File: src/rtl/data_mem_arbiter.sv
// data_mem_arbiter: shares one single-port synchronous data RAM between the CPU
// memory stage (port 0) and the AES engine (port 1). Define ARB_FIXED_PRIO_EN for strict port-0 priority.
module data_mem_arbiter #(
  parameter int ADDR_W = 32,
  parameter int DATA_W = 32
) (
  input  logic                clk,
  input  logic                rst,
  input  logic                m0_req,
  input  logic                m0_we,
  input  logic [DATA_W/8-1:0] m0_sel,
  input  logic [ADDR_W-1:0]   m0_addr,
  input  logic [DATA_W-1:0]   m0_wdata,
  output logic [DATA_W-1:0]   m0_rdata,
  output logic                m0_ack,
  output logic                m0_stall_req,
  input  logic                m1_req,
  input  logic                m1_we,
  input  logic [DATA_W/8-1:0] m1_sel,
  input  logic [ADDR_W-1:0]   m1_addr,
  input  logic [DATA_W-1:0]   m1_wdata,
  output logic [DATA_W-1:0]   m1_rdata,
  output logic                m1_ack,
  output logic                ram_ce,
  output logic                ram_we,
  output logic [DATA_W/8-1:0] ram_sel,
  output logic [ADDR_W-1:0]   ram_addr,
  output logic [DATA_W-1:0]   ram_wdata,
  input  logic [DATA_W-1:0]   ram_rdata,
  output logic                busy
);

  typedef enum logic [1:0] {IDLE, ISSUE, RESP} state_t;

  state_t            state, state_nx;
  logic              gnt, gnt_nx;
  logic              last, last_nx;
  logic [DATA_W-1:0] rdata0_q, rdata1_q;
  logic              gnt_we;
  logic              ack0, ack1;

  assign gnt_we = gnt ? m1_we : m0_we;

  // Acks are masked by rst so an access aborted in RESP is never reported done.
  assign ack0 = (state == RESP) && !gnt && !rst;
  assign ack1 = (state == RESP) &&  gnt && !rst;

  always_comb begin
    state_nx = state;
    gnt_nx   = gnt;
    last_nx  = last;
    case (state)
      IDLE: begin
        if (m0_req || m1_req) begin
`ifdef ARB_FIXED_PRIO_EN
          gnt_nx = !m0_req;
`else
          gnt_nx = (m0_req && m1_req) ? !last : m1_req;
`endif
          state_nx = ISSUE;
        end
      end
      ISSUE: state_nx = RESP;
      RESP: begin
        last_nx  = gnt;
        state_nx = IDLE;
`ifndef ARB_FIXED_PRIO_EN
        // Hand straight over to a waiting peer; the just-acked port's req is ignored.
        if (gnt ? m0_req : m1_req) begin
          gnt_nx   = !gnt;
          state_nx = ISSUE;
        end
`endif
      end
      default: state_nx = IDLE;
    endcase
  end

  always_ff @(posedge clk) begin
    if (rst) begin
      state    <= IDLE;
      gnt      <= 1'b0;
      last     <= 1'b1;
      rdata0_q <= '0;
      rdata1_q <= '0;
    end else begin
      state <= state_nx;
      gnt   <= gnt_nx;
      last  <= last_nx;
      if (state == RESP && !gnt_we) begin
        if (gnt) rdata1_q <= ram_rdata;
        else     rdata0_q <= ram_rdata;
      end
    end
  end

  always_comb begin
    ram_ce    = 1'b0;
    ram_we    = 1'b0;
    ram_sel   = '0;
    ram_addr  = '0;
    ram_wdata = '0;
    if (state == ISSUE) begin
      ram_ce    = 1'b1;
      ram_we    = gnt ? m1_we    : m0_we;
      ram_sel   = gnt ? m1_sel   : m0_sel;
      ram_addr  = gnt ? m1_addr  : m0_addr;
      ram_wdata = gnt ? m1_wdata : m0_wdata;
    end
  end

  // Writes show the held read data during their ack so rdata never glitches.
  assign m0_rdata     = (ack0 && !m0_we) ? ram_rdata : rdata0_q;
  assign m1_rdata     = (ack1 && !m1_we) ? ram_rdata : rdata1_q;
  assign m0_ack       = ack0;
  assign m1_ack       = ack1;
  assign m0_stall_req = m0_req && !ack0 && !rst;
  assign busy         = (state != IDLE);

endmodule

File: config.mk
export PLATFORM = sky130hd
export DESIGN_NAME = data_mem_arbiter
export DESIGN_NICKNAME = d
export VERILOG_FILES = /design/src/rtl/data_mem_arbiter.sv
export SDC_FILE = /design/constraint.sdc
export NUM_CORES = 1
export LEC_CHECK = 0
export ABC_CLOCK_PERIOD_IN_PS = 1700
export CAP_MARGIN = 10
export CORE_AREA = 2 2 121 123
export CTS_BUF_LIST = sky130_fd_sc_hd__clkbuf_4 sky130_fd_sc_hd__clkbuf_8
export DETAILED_ROUTE_END_ITERATION = 7
export DIE_AREA = 0 0 123 125
export PLACE_DENSITY = 0.74
export SYNTH_ARGS = -nofsm -noshare
export SYNTH_HDL_FRONTEND = slang
export SYNTH_SLANG_ARGS = --single-unit
File: constraint.sdc
create_clock -name clk -period 1.7 [get_ports clk]
set_input_delay 0.17 -clock clk [delete_from_list [all_inputs] [get_ports clk]]
set_output_delay 0.17 -clock clk [all_outputs]
set_load 0.1 [all_outputs]
==> reports/results.ini, run 1 <==
[status]
status=finished with violations
violations=setup timing

[synthesis]
syn_area_per_cell_um2=8.15
yosys_warnings=0
synthCells=539
synth_mux_area_frac=0.324
synth-compound-area-share=0.0817
synth_xor_xnor_area_share=0
ys_ff_latch=68
syn_area_um2=4390
synth_top_family_by_area=multiplexers
synthAdderAreaFrac=0
ys_types=28
synthSimpleGateAreaFrac=0.210
ys_seq_area_frac=0.310
synth_nets=713

[timing]
clock_skew_ps=14.3
timing.hold.ws_ps=400
finalSetupTns_ps=-45400
max_slew_margin=0.597
finalSetupViolations=201
final_hold_viol_count=0
setup_ws_ps=-407
grt_setup_unrepaired=true
timing.final.crit_share=1.24
slew_violations=0
max_slew.worst_pin.slew_ps=605
max_freq_mhz=475
fin_crit_ps=2110

[finish]
antenna_cells=0
layout_commonest_cell=clkdlybuf4s50_1
layout_common_cells=clkdlybuf4s50_1, buf_12, nand2_1, dfxtp_1, mux2_4
final_design_area_no_fill_um2=11600
fin_nets=1065
area_delta_synth_final_pct=165
layout.cells.non_filler=1080
final_core_util=0.820
drive_gt1_frac=0.522
fill_cells=725

[power_and_ir_drop]
p_per_area_nw_per_um2=608
p_leak_nw=4.17
irDropWorstVdd_mv=0.345

[critical_path]
reg2reg_to=rdata0_q[23]
setup.worst_path.class=register to output pin
r2r_slack_ps=-200
ff2ff_path_depth=7
critPathLaunch=state[0]
start_kind=register
cp-end-kind=output pin
path_max_fanout=8
worst_r2r_startpoint=state[0]
required_ps=1530
cp.arrival_ps=1940

[place]
place_area_um2=9410
gp_congestion=0.788
place.port_buffers=311
dp_hpwl_mm=15.0
dp_cells=1022

[clocking]
cts_buffer_depth=2
clkTransAtPathRegs_ps=80
clock_latency_ps=350
cts.root.buffer_cell=clkbuf_8
cts_tree=yes
cts_max_level=3
cts_buffers=9
clock-sinks=68

[floorplan]
die_h_um=125
core_area_um2=14200
start_util=0.309
std_cell_rows=44
die-area_um2=15400
die_w_um=123
io_pins=312

[detailed_routing]
wl_met3_mm=1.89
totalWireLength_mm=25.1
via_count=5598
drt.antenna.violating_nets=0
top_layer=met5
drt-met1-wl_mm=8.45
drt_iter0_drc=420
routedWlPerCell_um=23.3
dr_wl_met2_mm=13.6
routed_via_density=5.18
drc=0
drt_pass1_iterations=5

[grt]
grt_max_degree=52
grt.total_usage=0.267
antenna_found_initial=1
grt_pass1_wl_mm=31.1
first_global_vias=5369
overflow=0

[run]
timing.max_cap.violations=0

[worst_hold_path]
min_to=rdata0_q[24]
worstHoldPathCells=3
min-delay-start=rst
hp-class=primary input to register

-- through the flow --
stage / setup WS, ps / power, W
after floorplan: -756 / 0.00318
after global placement: -251 / 0.00442
after detailed placement: -288 / 0.00444
after CTS: -393 / 0.00661
after global routing: -464 / 0.00724
final: -407 / 0.00707
-- metal layers --
layer  track usage  vias to the layer above
li1              -                     2531
met3        0.0785                       60
met5             0                        -
met2         0.466                      283
met4         0.125                        2
met1         0.293                     2722
-- area by class of cell --
cell class | count | area, µm² | area share
Clock buffer | 9 | 124 | 0.0106
Clock inverter | 7 | 146 | 0.0126
Inverter | 3 | 16.3 | 0.00140
Multi-Input combinational cell | 421 | 4100 | 0.352
Sequential cell | 68 | 1370 | 0.118
Tap cell | 184 | 230 | 0.0198
Timing Repair Buffer | 388 | 5650 | 0.486
-- flip-flops by register name, summed over array words and instances (netlist names) --
register  flops
rdata0_q     32
state         2
last          1
rdata1_q     32
gnt           1
-- worst max-delay path by stage --
stage                     slack [ps]           end
after global routing            -460  m0_rdata[30]
final                           -410  m0_rdata[30]
after CTS                       -390  m0_rdata[13]
after floorplan                 -760   ram_addr[0]
after detailed placement        -290   m0_rdata[0]
after global placement          -250   m0_rdata[0]
-- worst max-delay path: stages (launching register included) --
cell       delay (ps)
dfxtp_4           380
nor4_4            320
buf_4             210
clkbuf_16         170
mux2_4            320
buf_12            170
-- cell usage after synthesis, drive strengths merged --
cell type	count	area (µm²)
a2111oi	1	8.76
a211oi	1	7.51
a21oi	65	325
buf	39	285
clkbuf	9	33.8
dfxtp	68	1360
inv	3	11.3
mux2	64	721
mux2i	70	701
nand2	129	492
nand2b	2	20.0
nand4bb	1	11.3
nor2	73	274
nor3	3	15.0
nor3b	1	7.51
nor4	2	42.5
nor4b	2	32.5
nor4bb	1	10.0
o21ai	2	10.0
o21bai	1	7.51
or2	1	6.26
or4b	1	10.0
-- repair_timing --
action,4_1_cts,5_1_grt
hold buffers,0,0
resized for setup,100,217
setup endpoints to repair,141,167
pin swaps,14,24
setup buffers,17,6
cloned,15,5
-- cell families after synthesis --
kind of cell           Yosys count
flip-flops                      68
multiplexers                   134
AO/OA/AOI/OAI                   70
buffers and inverters           51
AND/OR/NAND/NOR                216
-- report_power, final --
group          switching [W]  internal (W)
combinational        0.00202       0.00158
sequential         0.0000258       0.00162
clock               0.000698       0.00113
Power figures use the tool's default switching activity.
==> run 2, diff against run 1 <==
==> constraint.sdc (replaced) <==
create_clock -name clk -period 1.7 [get_ports clk]
set_input_delay 0.17 -clock clk [delete_from_list [all_inputs] [get_ports clk]]
set_output_delay 0.17 -clock clk [all_outputs]
set_load 0.01 [all_outputs]
==> run 2 against run 1 <==
The run still ends with setup timing left. Design area decreased by 14%. Non-clock buffer count is 24 higher. Die area stayed put. Final cell count up 2.1%. Global-route usage shrank 0.76 points. Critical path depth is 1 higher. Core utilization is 11 points lower. Count of clock-buffer cells in the layout stayed put. First-iteration DRC count shrank 28%. Worst setup slack better by 66 ps. Via count decreased by 3.4%. Maximum frequency up 3.2%. Largest power group unchanged.
==> reports/results.ini, run 2 (synthesized netlist as in run 1, its figures left out) <==
[place]
place.port_buffers=311
dp_hpwl_mm=13.7
gp_congestion=0.797

[power_and_ir_drop]
p_per_area_nw_per_um2=507
p_int_w=0.00353
p_leak_nw=3.89
swShare=0.306
combPwrFrac=0.412
switching_power_w=0.00155
p_seq_frac=0.323
p_clk_frac=0.266
irDropWorstVdd_mv=0.373

[status]
status=finished with violations
violations=setup timing

[worst_hold_path]
min_to=gnt
worstHoldPathCells=3
hp-class=primary input to register
min-delay-start=rst

[detailed_routing]
drt_iter0_drc=301
drt.antenna.violating_nets=0
drc=0
drt_pass1_iterations=5
via_count=5405
routed_via_density=4.90
totalWireLength_mm=21.9
routedWlPerCell_um=19.8

[timing]
finalSetupViolations=137
finalSetupTns_ps=-26830
setup_ws_ps=-341
final_hold_viol_count=0
slew_violations=0
max_slew.worst_pin.slew_ps=389
grt_setup_unrepaired=true
timing.hold.ws_ps=314
max_slew_margin=0.740
max_freq_mhz=490
clock_skew_ps=7.07
fin_crit_ps=2040
timing.final.crit_share=1.20

[finish]
multi_input_area_um2=3640
layout_commonest_cell=clkdlybuf4s50_1
top_regs=rdata0_q x32, rdata1_q x32, state x2
final_core_util=0.705
layout_common_cells=clkdlybuf4s50_1, buf_6, nand2_1, a21oi_1, dfxtp_1
area_delta_synth_final_pct=128
drive_gt1_frac=0.469
antenna_cells=0
fill_cells=1010
fin_nets=1088
seqCellArea_um2=1370

[clocking]
cts_buffer_depth=2
holdBufCountCts=0
clock_latency_ps=340
cts_tree=yes
cts.root.buffer_cell=clkbuf_8
clkTransAtPathRegs_ps=70
cts_buffers=9
cts_max_level=3
clock-sinks=68

[critical_path]
ff2ff_path_depth=7
cp.arrival_ps=1870
path_max_fanout=5
start_kind=register
setup.worst_path.class=register to output pin
r2r_slack_ps=-100
cp-end-kind=output pin
worst_r2r_startpoint=state[0]
reg2reg_to=rdata0_q[5]
required_ps=1530

[floorplan]
std_cell_rows=44
io_pins=312
start_util=0.309
core_area_um2=14200
die_h_um=125
die-area_um2=15400
die_w_um=123

[grt]
overflow=0
grt_pass1_wl_mm=30.6
antenna_found_initial=0
first_global_vias=5333
grt.total_usage=0.259
grt_max_degree=37

[run]
timing.max_cap.violations=0

-- run 2: changes by cell type in the layout (fill, tap and decap cells not counted), sizes merged --
| cell | delta |
|---|---|
| buf | +25 |
| bufbuf | -1 |
| bufinv | -3 |
| clkbuf | -3 |
| clkdlybuf4s15 | +1 |
| clkinvlp | +3 |
| dlygate4sd1 | +1 |
| dlygate4sd2 | +1 |
| nand2b | -1 |
-- run 2: repair_timing --
action	in CTS	in global routing
endpoints found under the setup margin	151	150
buffers inserted	37	12
gates cloned	18	1
gates resized for setup	840	166
pin swaps	34	20
-- run 2: worst max-delay path by stage --
stage               cells past startpoint  slack [ps]          end  startpoint
floorplan                               5         100  m1_rdata[6]    state[1]
global placement                        5        -590  m0_rdata[5]       m0_we
detailed placement                      5        -620  m0_rdata[6]       m0_we
CTS                                     7        -470  m0_rdata[8]         gnt
global route                            6        -420  m0_rdata[3]    state[0]
finish                                  6        -340  m0_rdata[3]    state[0]
-- run 2: cell type report --
type | count | area share
repair buffers | 412 | 0.455
multi-input cells | 420 | 0.364
flip-flops and latches | 68 | 0.137
well taps | 184 | 0.0230
clock buffers | 9 | 0.0124
clock inverters | 7 | 0.00750
inverters | 3 | 0.00112
-- run 2: power by group through the flow --
stage	sequential (W)	combinational, W	clock, W
after floorplan	0.00167	0.000509	0
after global placement	0.00168	0.00139	0
after detailed placement	0.00168	0.00140	0
after CTS	0.00164	0.00182	0.00138
after global routing	0.00164	0.00218	0.00145
final	0.00164	0.00209	0.00135
-- run 2: through the flow --
stage          instances  worst slack, ps  area, µm²  power [W]
5_1_grt             1103             -421      10000    0.00527
6_report            1103             -341      10000    0.00508
3_3_place_gp        1030             -589       7870    0.00307
2_1_floorplan        539             97.5       4390    0.00218
4_1_cts             1100             -469       9380    0.00484
3_5_place_dp        1030             -624       7870    0.00308
-- run 2: routing by layer --
metal  routed length [µm]  GRT usage  vias to the layer above  share of wire
met1                 8200      0.315                     2584           0.38
met5                    0          0                        -              0
met4                  581     0.0702                        0          0.027
met3                 1240     0.0461                       33          0.057
li1                     -          -                     2571              -
met2                11800      0.464                      217           0.54
-- run 2: critical path, cell delays in order, from the launching register on --
cell     delay (ps)
dfxtp_4         380
nor4_4          290
buf_4           170
buf_6           120
buf_8           140
mux2_4          310
buf_6           120
==> run 3, diff against run 2 <==
--- a/config.mk
+++ b/config.mk
@@ -11,6 +11,7 @@
 export CTS_BUF_LIST = sky130_fd_sc_hd__clkbuf_4 sky130_fd_sc_hd__clkbuf_8
 export DETAILED_ROUTE_END_ITERATION = 7
 export DIE_AREA = 0 0 123 125
+export MAX_ROUTING_LAYER = met4
 export PLACE_DENSITY = 0.74
 export SYNTH_ARGS = -nofsm -noshare
 export SYNTH_HDL_FRONTEND = slang
==> run 3 against run 2 <==
The flow still finishes with violations (setup timing). Register-to-register slack barely moved. Combinational power barely moved. Sequential cell count did not move. Worst hold slack got worse by 2.3 ps. Core utilization unchanged. Largest cell class unchanged. Highest routed layer unchanged.
==> reports/results.ini, run 3 (synthesized netlist as in run 1, its figures left out) <==
[detailed_routing]
routedWlPerCell_um=19.8
routed_via_density=4.88
totalWireLength_mm=21.9
via_count=5380
drt.antenna.violating_nets=0
drc=0
drt_pass1_iterations=4
drt_iter0_drc=294

[finish]
drive_gt1_frac=0.469
area_delta_synth_final_pct=128
fill_cells=1010
layout_commonest_cell=clkdlybuf4s50_1
final_design_area_no_fill_um2=10000
fin_nets=1088
final_core_util=0.705
antenna_cells=0
layout_common_cells=clkdlybuf4s50_1, buf_6, nand2_1, a21oi_1, dfxtp_1
top_regs=rdata0_q x32, rdata1_q x32, state x2

[clocking]
holdBufCountCts=0
cts.root.buffer_cell=clkbuf_8
clkTransAtPathRegs_ps=70
clock_latency_ps=340
clock-sinks=68
cts_tree=yes
cts_max_level=3
cts_buffer_depth=2
cts_buffers=9

[worst_hold_path]
hp-class=primary input to register

[critical_path]
crit_top_cell=buf_6
start_kind=register
path_cells=nor4_4 > buf_4 > buf_6 > buf_8 > mux2_4 > buf_6
path_max_fanout=5
required_ps=1530
cp-end-kind=output pin
cpPeakStageDelay_ps=380
setup.worst_path.class=register to output pin
cp.arrival_ps=1870
worst_path_max_delay_cell=dfxtp_4

[status]
status=finished with violations
violations=setup timing

[power_and_ir_drop]
irDropWorstVdd_mv=0.373
p_per_area_nw_per_um2=507
p_leak_nw=3.89

[place]
place_area_um2=7870
gp_congestion=0.809
dp_hpwl_mm=13.7
place.port_buffers=311

[timing]
final_hold_viol_count=0
setup_ws_ps=-338
fin_crit_ps=2040
grt_setup_unrepaired=true
max_slew_margin=0.737
timing.final.crit_share=1.20
max_freq_mhz=491
finalSetupViolations=137
max_slew.worst_pin.slew_ps=394
clock_skew_ps=10.6
slew_violations=0

[grt]
antenna_found_initial=0
grt.total_usage=0.266
grt_pass1_wl_mm=30.5
overflow=0
grt_max_degree=37
first_global_vias=5348

[floorplan]
core_area_um2=14200
io_pins=312
die-area_um2=15400
die_w_um=123
die_h_um=125
start_util=0.309
std_cell_rows=44

[run]
timing.max_cap.violations=0

## run 3: cell counts in the layout (fill, tap and decap cells not counted)
No cell type changed its count.
## run 3: final timing paths
kind / startpoint / to / slack [ps] / depth (start not counted)
max: state[0] / m0_rdata[3] / -340 / 6
max reg2reg: state[0] / rdata0_q[5] / -100 / 7
min: rst / gnt / 310 / 3
min reg2reg: rdata1_q[30] / rdata1_q[30] / 460 / 2
## run 3: worst max-delay path: cells and delay by family, from the launching register on
family	cells	cell delay [ps]
buf+inv	4	550
flops	1	380
simple gates	1	290
mux	1	310
## run 3: where the power goes
| part | internal [W] | total (W) | switching (W) |
|---|---|---|---|
| combinational | 0.00123 | 0.00209 | 0.000862 |
| sequential | 0.00162 | 0.00164 | 0.0000233 |
| clock | 0.000682 | 0.00135 | 0.000667 |
## run 3: timing repair
action	CTS	global route
setup endpoints to repair	151	150
gates resized for setup	840	166
buffers inserted	37	12
cloned	18	1
pin swaps	34	20
## run 3: layout make-up
type,instances,area [µm²],area share
clock inverter,7,75.1,0.00750
tap,184,230,0.0230
timing repair buffer,412,4550,0.455
sequential,68,1370,0.137
multi-input combinational,420,3640,0.364
clock buffer,9,124,0.0124
inverter,3,11.3,0.00112
## run 3: metal layers
layer  part of all wire  track usage  vias to the layer above
met5                  0            -                        -
met4              0.023       0.0729                        0
met3              0.052       0.0447                       24
met2               0.55        0.464                      214
met1               0.38        0.313                     2581
li1                   -            -                     2561
## run 3: per-stage QoR
step	setup TNS (ps)	worst slack, ps	total power (W)	hold slack, ps	cells
2_1_floorplan	0	97.5	0.00218	306	539
3_3_place_gp	-58780	-589	0.00307	439	1030
3_5_place_dp	-61730	-624	0.00308	443	1030
4_1_cts	-38370	-469	0.00484	275	1100
5_1_grt	-36480	-421	0.00527	310	1103
6_report	-26470	-338	0.00508	311	1103
